==> src/rtl/alu_b_sequencer.sv <==
// Multi-cycle sequencer for the ALU B-operand mux: one request per transaction, up to
// three ALU phases (PH1, PH2 for LDI16 high byte, INC post-increment). Macro: ALUB_SEQ_B2B_EN.
module alu_b_sequencer #(
    parameter int ACK_TIMEOUT = 15
) (
    input  logic        CLK,
    input  logic        RESETN,
    input  logic        REQ_VALID,
    output logic        REQ_READY,
    input  logic [2:0]  REQ_OP,
    input  logic [3:0]  REQ_ARGA,
    input  logic [3:0]  REQ_ARGB,
    input  logic [15:0] REQ_IMM,
    input  logic [1:0]  REQ_INC,
    output logic [2:0]  ALUB_SRCX,
    output logic [3:0]  ARGA_X,
    output logic [3:0]  ARGB_X,
    output logic        ALU_EN,
    input  logic        ALU_ACK,
    output logic        DONE,
    output logic        ERR
);

    typedef enum logic [2:0] {IDLE, PH1, PH2, INC, FIN} state_t;

    localparam logic [2:0] SRC_REG_B = 3'd0, SRC_U8H = 3'd1, SRC_U8 = 3'd2,
                           SRC_S8 = 3'd3, SRC_U4 = 3'd4, SRC_U4_0 = 3'd5;
    localparam logic [2:0] OP_REG_B = 3'd0, OP_U4 = 3'd1, OP_U4_0 = 3'd2,
                           OP_S8 = 3'd3, OP_U8 = 3'd4, OP_LDI16 = 3'd5;
    localparam logic [7:0] TIMER_LAST = 8'(ACK_TIMEOUT - 1);

    state_t      state_q, state_d;
    logic [7:0]  timer_q, timer_d;
    logic [2:0]  op_q, op_n;
    logic [3:0]  arga_q, arga_n, argb_q, argb_n;
    logic [15:0] imm_q, imm_n;
    logic [1:0]  inc_q, inc_n;
    logic        accept, timeout, err_d, en_d, ready_d;
    logic [2:0]  srcx_d;
    logic [3:0]  arga_d, argb_d;

    assign accept  = REQ_VALID && REQ_READY;
    assign timeout = (timer_q == TIMER_LAST);

    // Fields used by the output decode: fresh request on accept, captured copy otherwise.
    assign op_n   = accept ? REQ_OP   : op_q;
    assign arga_n = accept ? REQ_ARGA : arga_q;
    assign argb_n = accept ? REQ_ARGB : argb_q;
    assign imm_n  = accept ? REQ_IMM  : imm_q;
    assign inc_n  = accept ? REQ_INC  : inc_q;

    always_comb begin
        // NOTE: every signal gets a default first so no path leaves it unassigned (no latch).
        state_d = state_q;
        err_d   = 1'b0;
        case (state_q)
            IDLE, FIN: begin
                // Accept in FIN is only reachable when back-to-back ready is built in.
                if (state_q == FIN) state_d = IDLE;
                if (accept) begin
                    if (REQ_OP > OP_LDI16) begin
                        state_d = IDLE;
                        err_d   = 1'b1;
                    end else begin
                        state_d = PH1;
                    end
                end
            end
            PH1, PH2, INC: begin
                if (ALU_ACK) begin
                    if (state_q == PH1 && op_q == OP_LDI16) state_d = PH2;
                    else if (state_q != INC && inc_q != 2'b00) state_d = INC;
                    else state_d = FIN;
                end else if (timeout) begin
                    state_d = IDLE;
                    err_d   = 1'b1;
                end
            end
            default: state_d = IDLE;
        endcase
    end

    assign timer_d = (state_d == state_q && (state_q == PH1 || state_q == PH2 || state_q == INC))
                     ? timer_q + 8'd1 : 8'd0;

    // Outputs are decoded from the next state so the registered copies line up with it.
    always_comb begin
        srcx_d = SRC_REG_B;
        arga_d = 4'h0;
        argb_d = 4'h0;
        en_d   = 1'b0;
        case (state_d)
            PH1: begin
                en_d = 1'b1;
                case (op_n)
                    OP_U4:    begin srcx_d = SRC_U4;   argb_d = argb_n; end
                    OP_U4_0:  begin srcx_d = SRC_U4_0; argb_d = argb_n; end
                    OP_S8:    begin srcx_d = SRC_S8;   arga_d = arga_n; argb_d = argb_n; end
                    OP_U8:    begin srcx_d = SRC_U8;   arga_d = arga_n; argb_d = argb_n; end
                    OP_LDI16: begin srcx_d = SRC_U8;   arga_d = imm_n[7:4]; argb_d = imm_n[3:0]; end
                    default:  srcx_d = SRC_REG_B;
                endcase
            end
            PH2: begin
                en_d   = 1'b1;
                srcx_d = SRC_U8H;
                arga_d = imm_n[15:12];
                argb_d = imm_n[11:8];
            end
            INC: begin
                en_d = 1'b1;
                case (inc_n)
                    2'b01:   begin srcx_d = SRC_U4;   argb_d = 4'd1; end
                    2'b10:   begin srcx_d = SRC_U4;   argb_d = 4'd2; end
                    default: begin srcx_d = SRC_U4_0; argb_d = 4'd2; end
                endcase
            end
            default: ;
        endcase
    end

`ifdef ALUB_SEQ_B2B_EN
    assign ready_d = (state_d == IDLE) || (state_d == FIN);
`else
    assign ready_d = (state_d == IDLE);
`endif

    // NOTE: sequential state uses non-blocking assignments so all flops update together.
    always_ff @(posedge CLK or negedge RESETN) begin
        if (!RESETN) begin
            state_q   <= IDLE;
            timer_q   <= 8'd0;
            ALUB_SRCX <= SRC_REG_B;
            ARGA_X    <= 4'h0;
            ARGB_X    <= 4'h0;
            ALU_EN    <= 1'b0;
            DONE      <= 1'b0;
            ERR       <= 1'b0;
            REQ_READY <= 1'b0;
        end else begin
            state_q   <= state_d;
            timer_q   <= timer_d;
            ALUB_SRCX <= srcx_d;
            ARGA_X    <= arga_d;
            ARGB_X    <= argb_d;
            ALU_EN    <= en_d;
            DONE      <= (state_d == FIN);
            ERR       <= err_d;
            REQ_READY <= ready_d;
        end
    end

    // NOTE: captured request fields are only read after an accept loads them, so they carry no reset.
    always_ff @(posedge CLK) begin
        if (accept) begin
            op_q   <= REQ_OP;
            arga_q <= REQ_ARGA;
            argb_q <= REQ_ARGB;
            imm_q  <= REQ_IMM;
            inc_q  <= REQ_INC;
        end
    end

endmodule
==> config.mk <==
export PLATFORM = sky130hd
export DESIGN_NAME = alu_b_sequencer
export DESIGN_NICKNAME = d
export VERILOG_FILES = /design/src/rtl/alu_b_sequencer.sv
export SDC_FILE = /design/constraint.sdc
export NUM_CORES = 1
export LEC_CHECK = 0
export ABC_AREA = 1
export BUFFER_PORTS_ARGS = -buffer_cell sky130_fd_sc_hd__buf_2
export CORE_ASPECT_RATIO = 1.1
export CORE_MARGIN = 2
export CORE_UTILIZATION = 40
export CTS_BUF_LIST = sky130_fd_sc_hd__clkbuf_2 sky130_fd_sc_hd__clkbuf_4 sky130_fd_sc_hd__clkbuf_8
export CTS_CLUSTER_SIZE = 20
export DETAILED_ROUTE_END_ITERATION = 8
export REMOVE_ABC_BUFFERS = 1
export SYNTH_ARGS = -nofsm -noshare
export SYNTH_HDL_FRONTEND = slang
export SYNTH_SLANG_ARGS = --single-unit
==> constraint.sdc <==
create_clock -name CLK -period 2.2 [get_ports CLK]
set_clock_uncertainty 0.15 [all_clocks]
set_input_delay 0.44 -clock CLK [delete_from_list [all_inputs] [get_ports CLK]]
set_output_delay 0.44 -clock CLK [all_outputs]
set_load 0.1 [all_outputs]
==> impl_metrics.toml, run 1 <==
[outcome]
status = "finished, violations left"
violations = "negative hold slack"

[global_route]
grtUsageTotal_pct = 15.56
gr-total-overflow = 0
grt_pass1_wl_mm = 8.507
grt_antenna_before_repair = 0
first_global_vias = 1786
grt_max_degree = 27

[timing]
min_period_ns = 1.869
rsz0062_at_grt = "false"
tns_ns = 0
period_share_pct = 84.97
fmax_mhz = 535.0
hold_violations = 26
relSlewSlack_pct = 59.65
hold_ws_ns = -0.02095
final-max-slew-violation-count = 0
setup_violations = 0
tightest_slew_ns = 0.6053

[clock_tree]
cts_resized = 0
clock-sinks = 55
htree_levels = 2
root_buffer = "clkbuf_8"
cts_tree = "done"
cts_buffer_depth = 2
insertion_delay_ns = 0.31
post_cts_buffers = 0
cts_hold_buf = 0
cts_made_buffers = 5
path_clk_slew_ns = 0.10

[job]
cap_violations = 0

[cells_and_area]
nFillCells = 639
fin_nets = 392
diodes = 0
multiInputGateArea_sq_um = 1167
drive_gt1_share_pct = 29.41
regArea_sq_um = 1231
finalCoreUtilization_pct = 48.05
area_growth_syn_to_layout_pct = 16.17

[drt]
wirelength_mm = 4.837
wl_met1_mm = 2.361
drt_iter0_drc = 87
wl_met2_mm = 2.248
dr.pass1.iters = 4
dr.max_layer_used = "met4"
drtAntennaViolNets = 0
avgViaCountPerCell = 4.439
via_count = 1940
wl_per_cell_microns = 11.07
drc = 0
wl_met3_microns = 174

[synth]
async_flop_share_pct = 47.27
ys_warn_count = 0
netlist.area_leader.share_pct = 25.55
synthCells = 305
ys_top_cells_by_count = "nand2_1 (136), dfxtp_1 (29), dfrtp_1 (26), inv_1 (19)"
netlist_area_sq_um = 2546
synth.distinct_cells = 37
ys.flop_type = "dfxtp_1"
synth_edf_count = 0
synth_largest_area_cell = "dfrtp_1"
yosys-top-cells-area = "dfrtp_1 (26%), dfxtp_1 (23%), nand2_1 (20%)"
yosysMostFrequentCell = "nand2_1"
ys_seq_area_share_pct = 48.35
synth-seq-cells = 55
syn_avg_cell_area_sq_um = 8.348

[setup_path]
worst-endpoint-arrival_ns = 1.92
critical_path.endpoint_type = "flop"
cp-start-kind = "flop"
path_max_fanout = 17
crit_type = "flop to flop"
r2r_slack_ns = 0.33
r2r_end = "ARGB_X[1]"
reg2reg_depth = 13
required_ns = 2.25
reg2reg_from = "REQ_READY"

[die]
die_h_microns = 87.68
num_rows = 30
initial_core_util_pct = 41.36
placeableCoreArea_sq_um = 6156
dieArea_sq_um = 7021
die_width_microns = 80.07
ios = 48

[power]
ir_drop_mv = 0.9544
p_leak_nw = 1.561
p_per_area_nw_per_um2 = 1580

[place]
routabilityCongestion = 0.7617
port_buffers = 47
place.detailed.hpwl_mm = 3.597

[hold_path]
hold_path.class = "input port to asynchronous set/reset pin"
-- metrics by stage --
step	total power, mW	setup slack [ns]	instance area [sq um]	std cells
after CTS	4.733	0.3140	2958	437
after global placement	4.130	0.1901	2864	429
after detailed placement	4.151	0.1811	2864	429
final	4.675	0.3307	2958	437
after global routing	5.048	0.1636	2958	437
after floorplan	3.643	-0.6673	2499	298
-- layer usage --
| metal | track usage [%] | vias to the layer above |
|---|---|---|
| met3 | 3.608 | 6 |
| li1 | - | 1035 |
| met2 | 23.71 | 33 |
| met5 | 0 | - |
| met4 | 4.160 | 0 |
| met1 | 22.32 | 866 |
-- report_power, final --
group	switching [mW]	leakage, nW	internal [mW]	total (mW)
Combinational	1.85	0.918	0.634	2.48
Clock	0.333	0.0488	0.242	0.574
Sequential	0.201	0.594	1.42	1.62
-- layout by cell type (no fill, tap or decap), types with 3 or more instances in the layout --
cell	netlist	layout
inv_1	19	19
o21ai_0	3	3
nor2_8	4	4
nand3_2	5	5
nor2_1	12	12
nand2_2	7	7
ha_1	3	3
dfxtp_1	29	29
dfrtp_1	26	26
clkbuf_8	0	5
xor2_1	4	4
inv_2	3	3
nor2_2	10	10
buf_4	1	4
nand2_1	136	136
nand3_1	12	12
nand2_4	4	4
buf_2	2	47
-- flip-flops by register name (all words and copies together), names as in the netlist --
signal	count
ALUB_SRCX	3
ALU_EN	1
ARGA_X	4
ARGB_X	4
DONE	1
ERR	1
REQ_READY	1
arga_q	4
argb_q	4
imm_q	16
inc_q	2
op_q	3
state_q	3
timer_q	8
-- logic make-up after synthesis --
family | after synthesis | share of synthesized area [%]
xor gates and xnor gates | 5 | 1.720
buffers and inverters | 32 | 5.798
DFF | 55 | 48.35
and+or+nand+nor | 200 | 39.61
AOI/OAI and AO/OA | 10 | 3.047
adders and majority gates | 3 | 1.474
-- worst max-delay path by stage --
| stage | start | to | slack, ns | cells after the start |
|---|---|---|---|---|
| 2_1_floorplan | REQ_READY | timer_q[2] | -0.67 | 9 |
| 3_3_place_gp | REQ_VALID | ARGB_X[2] | 0.19 | 14 |
| 3_5_place_dp | REQ_VALID | ARGB_X[1] | 0.18 | 14 |
| 4_1_cts | REQ_READY | ARGB_X[1] | 0.31 | 13 |
| 5_1_grt | REQ_READY | ARGB_X[1] | 0.16 | 13 |
| 6_report | REQ_READY | ARGB_X[1] | 0.33 | 13 |
-- area by class of cell --
class,instances,area share (%)
sequential,55,41.62
multi-input combinational,218,39.47
timing repair buffer,51,8.968
inverter,25,3.384
tap,80,3.384
clock buffer,6,2.580
clock inverter,2,0.5922
-- worst max-delay path: stages, from the launching register on --
cell and delay (ns):
dfrtp_1 0.43, nand2_2 0.09, buf_4 0.24, nand2_1 0.09, o21ai_2 0.13, inv_1 0.09
nand2_1 0.09, nand2_2 0.10, inv_2 0.07, nand2_2 0.07, nand2_1 0.07, nand2_1 0.05
nand2_1 0.05, nand2_1 0.05
(Power assumes the default switching activity.)
==> inputs of run 2 (changes only) <==
==> constraint.sdc (replaced) <==
create_clock -name CLK -period 1.6 [get_ports CLK]
set_clock_uncertainty 0.15 [all_clocks]
set_input_delay 0.32 -clock CLK [delete_from_list [all_inputs] [get_ports CLK]]
set_output_delay 0.32 -clock CLK [all_outputs]
set_load 0.1 [all_outputs]
==> impl_metrics.toml, run 2 (synthesis results as in run 1) <==
[global_route]
grt_pass1_wl_mm = 9.032
grt_antenna_before_repair = 0
grt_max_degree = 27
gr-total-overflow = 0
first_global_vias = 1951
grtUsageTotal_pct = 16.59

[clock_tree]
clock-sinks = 55
cts_made_buffers = 5
root_buffer = "clkbuf_8"
path_clk_slew_ns = 0.11
htree_levels = 2
insertion_delay_ns = 0.32
cts_tree = "done"
cts_buffer_depth = 2

[place]
place_area_sq_um = 3092
routabilityCongestion = 0.7961
port_buffers = 47
place.detailed.hpwl_mm = 3.978
dp.cells = 454

[timing]
setup_violations = 20
hold_ws_ns = 0.05545
hold_violations = 0
rsz0062_at_grt = "true"
fmax_mhz = 578.6
fin_ws_ns = -0.1284
period_share_pct = 108.0
relSlewSlack_pct = 67.82
final-max-slew-violation-count = 0
min_period_ns = 1.728
tns_ns = -1.752
tightest_slew_ns = 0.4860

[setup_path]
r2r_slack_ns = -0.13
required_ns = 1.70
worst-endpoint-arrival_ns = 1.83
crit_type = "flop to flop"
reg2reg_depth = 13
critical_path.endpoint_type = "flop"
reg2reg_from = "timer_q[0]"
cp-start-kind = "flop"
path_max_fanout = 7
r2r_end = "ARGB_X[0]"

[cells_and_area]
diodes = 0
fin_nets = 427
regArea_sq_um = 1234
final_common_cell = "nand2_1"
reg_top3 = "imm_q (16), timer_q (8)"
multiInputGateArea_sq_um = 1304
nFillCells = 599
finalCoreUtilization_pct = 56.08
area_growth_syn_to_layout_pct = 35.58
fin_area_sq_um = 3452
largest_reg_flops = 16
drive_gt1_share_pct = 41.33
final_cell_count_no_fill = 472
top_register = "imm_q"
layout_common_cells = "nand2_1 (128), buf_2 (42), buf_4 (32), dfxtp_1 (29), dfrtp_1 (24)"

[drt]
drtAntennaViolNets = 0
wl_per_cell_microns = 11.72
avgViaCountPerCell = 4.415
drt_iter0_drc = 83
drc = 0
via_count = 2084
wirelength_mm = 5.533
dr.pass1.iters = 4

[power]
p_per_area_nw_per_um2 = 2191
ir_drop_mv = 1.167
p_leak_nw = 1.780

[die]
initial_core_util_pct = 41.36
ios = 48
die_h_microns = 87.68
placeableCoreArea_sq_um = 6156
num_rows = 30
die_width_microns = 80.07
dieArea_sq_um = 7021

[job]
cap_violations = 0

[hold_path]
whs_path_depth = 3
hold_path.class = "input port to flop"
hp-start = "REQ_IMM[7]"
hold_end = "imm_q[7]"

[outcome]
violations = "negative setup slack"
status = "finished, violations left"
## run 2: cell count changes in the layout (fill, tap and decap cells not counted), sizes merged
cell	previous run	this run
buf	51	80
clkbuf	6	9
nor2	28	29
clkinv	3	2
inv	24	25
dlygate4sd3	0	1
bufinv	0	1
## run 2: worst max-delay path by stage
stage,from,to,slack (ns),cells after the start
6_report,timer_q[0],ARGB_X[0],-0.13,13
5_1_grt,timer_q[0],timer_q[2],-0.28,10
4_1_cts,timer_q[0],ARGB_X[0],-0.16,13
3_5_place_dp,REQ_VALID,ARGB_X[0],-0.25,13
3_3_place_gp,REQ_VALID,ARGB_X[0],-0.23,13
2_1_floorplan,REQ_READY,timer_q[2],-1.27,9
## run 2: metal layers
metal	track usage [%]	share of wire [%]
met3	3.711	2.8
met2	27.80	49
met5	0	0
met1	22.02	47
met4	3.698	0.69
## run 2: worst max-delay path, cell delays in order (launching register included)
cell and delay [ns]:
dfrtp_1 0.40, inv_1 0.06, ha_2 0.17, inv_2 0.04, nor2_4 0.09, nand3_4 0.11
nand3_4 0.11, inv_4 0.05, nor2_8 0.10, buf_12 0.15, nand3_1 0.07, nand2_1 0.08
inv_1 0.04, nand2_1 0.06
## run 2: what timing repair did
action / in CTS / in global routing
cloned: 0 / 1
buffers inserted: 5 / 3
endpoints found under the setup margin: 21 / 25
gates resized for setup: 21 / 28
hold buffers: 1 / 0
pin swaps: 17 / 26
hold endpoints to repair: 26 / 0
## run 2: where the power goes
| group | leakage, nW | internal [mW] | switching (mW) | total, mW |
|---|---|---|---|---|
| clock | 0.0587 | 0.475 | 0.493 | 0.968 |
| sequential | 0.591 | 1.95 | 0.245 | 2.20 |
| combinational | 1.13 | 1.47 | 2.93 | 4.40 |
| total | 1.78 | 3.90 | 3.66 | 7.56 |
## run 2: cell type report
type                    instances  share of cell area [%]
clock buffers                   5                   1.993
clock inverters                 3                   1.377
inverters                      25                   3.045
multi-input cells             219                   37.77
flip-flops and latches         55                   35.74
well taps                      80                   2.900
repair buffers                 85                   17.18
## run 2: metrics by stage
step	total power, mW	worst slack (ns)
3_3_place_gp	6.043	-0.2337
5_1_grt	8.069	-0.2817
3_5_place_dp	6.086	-0.2504
4_1_cts	7.321	-0.1598
2_1_floorplan	5.009	-1.267
6_report	7.562	-0.1284
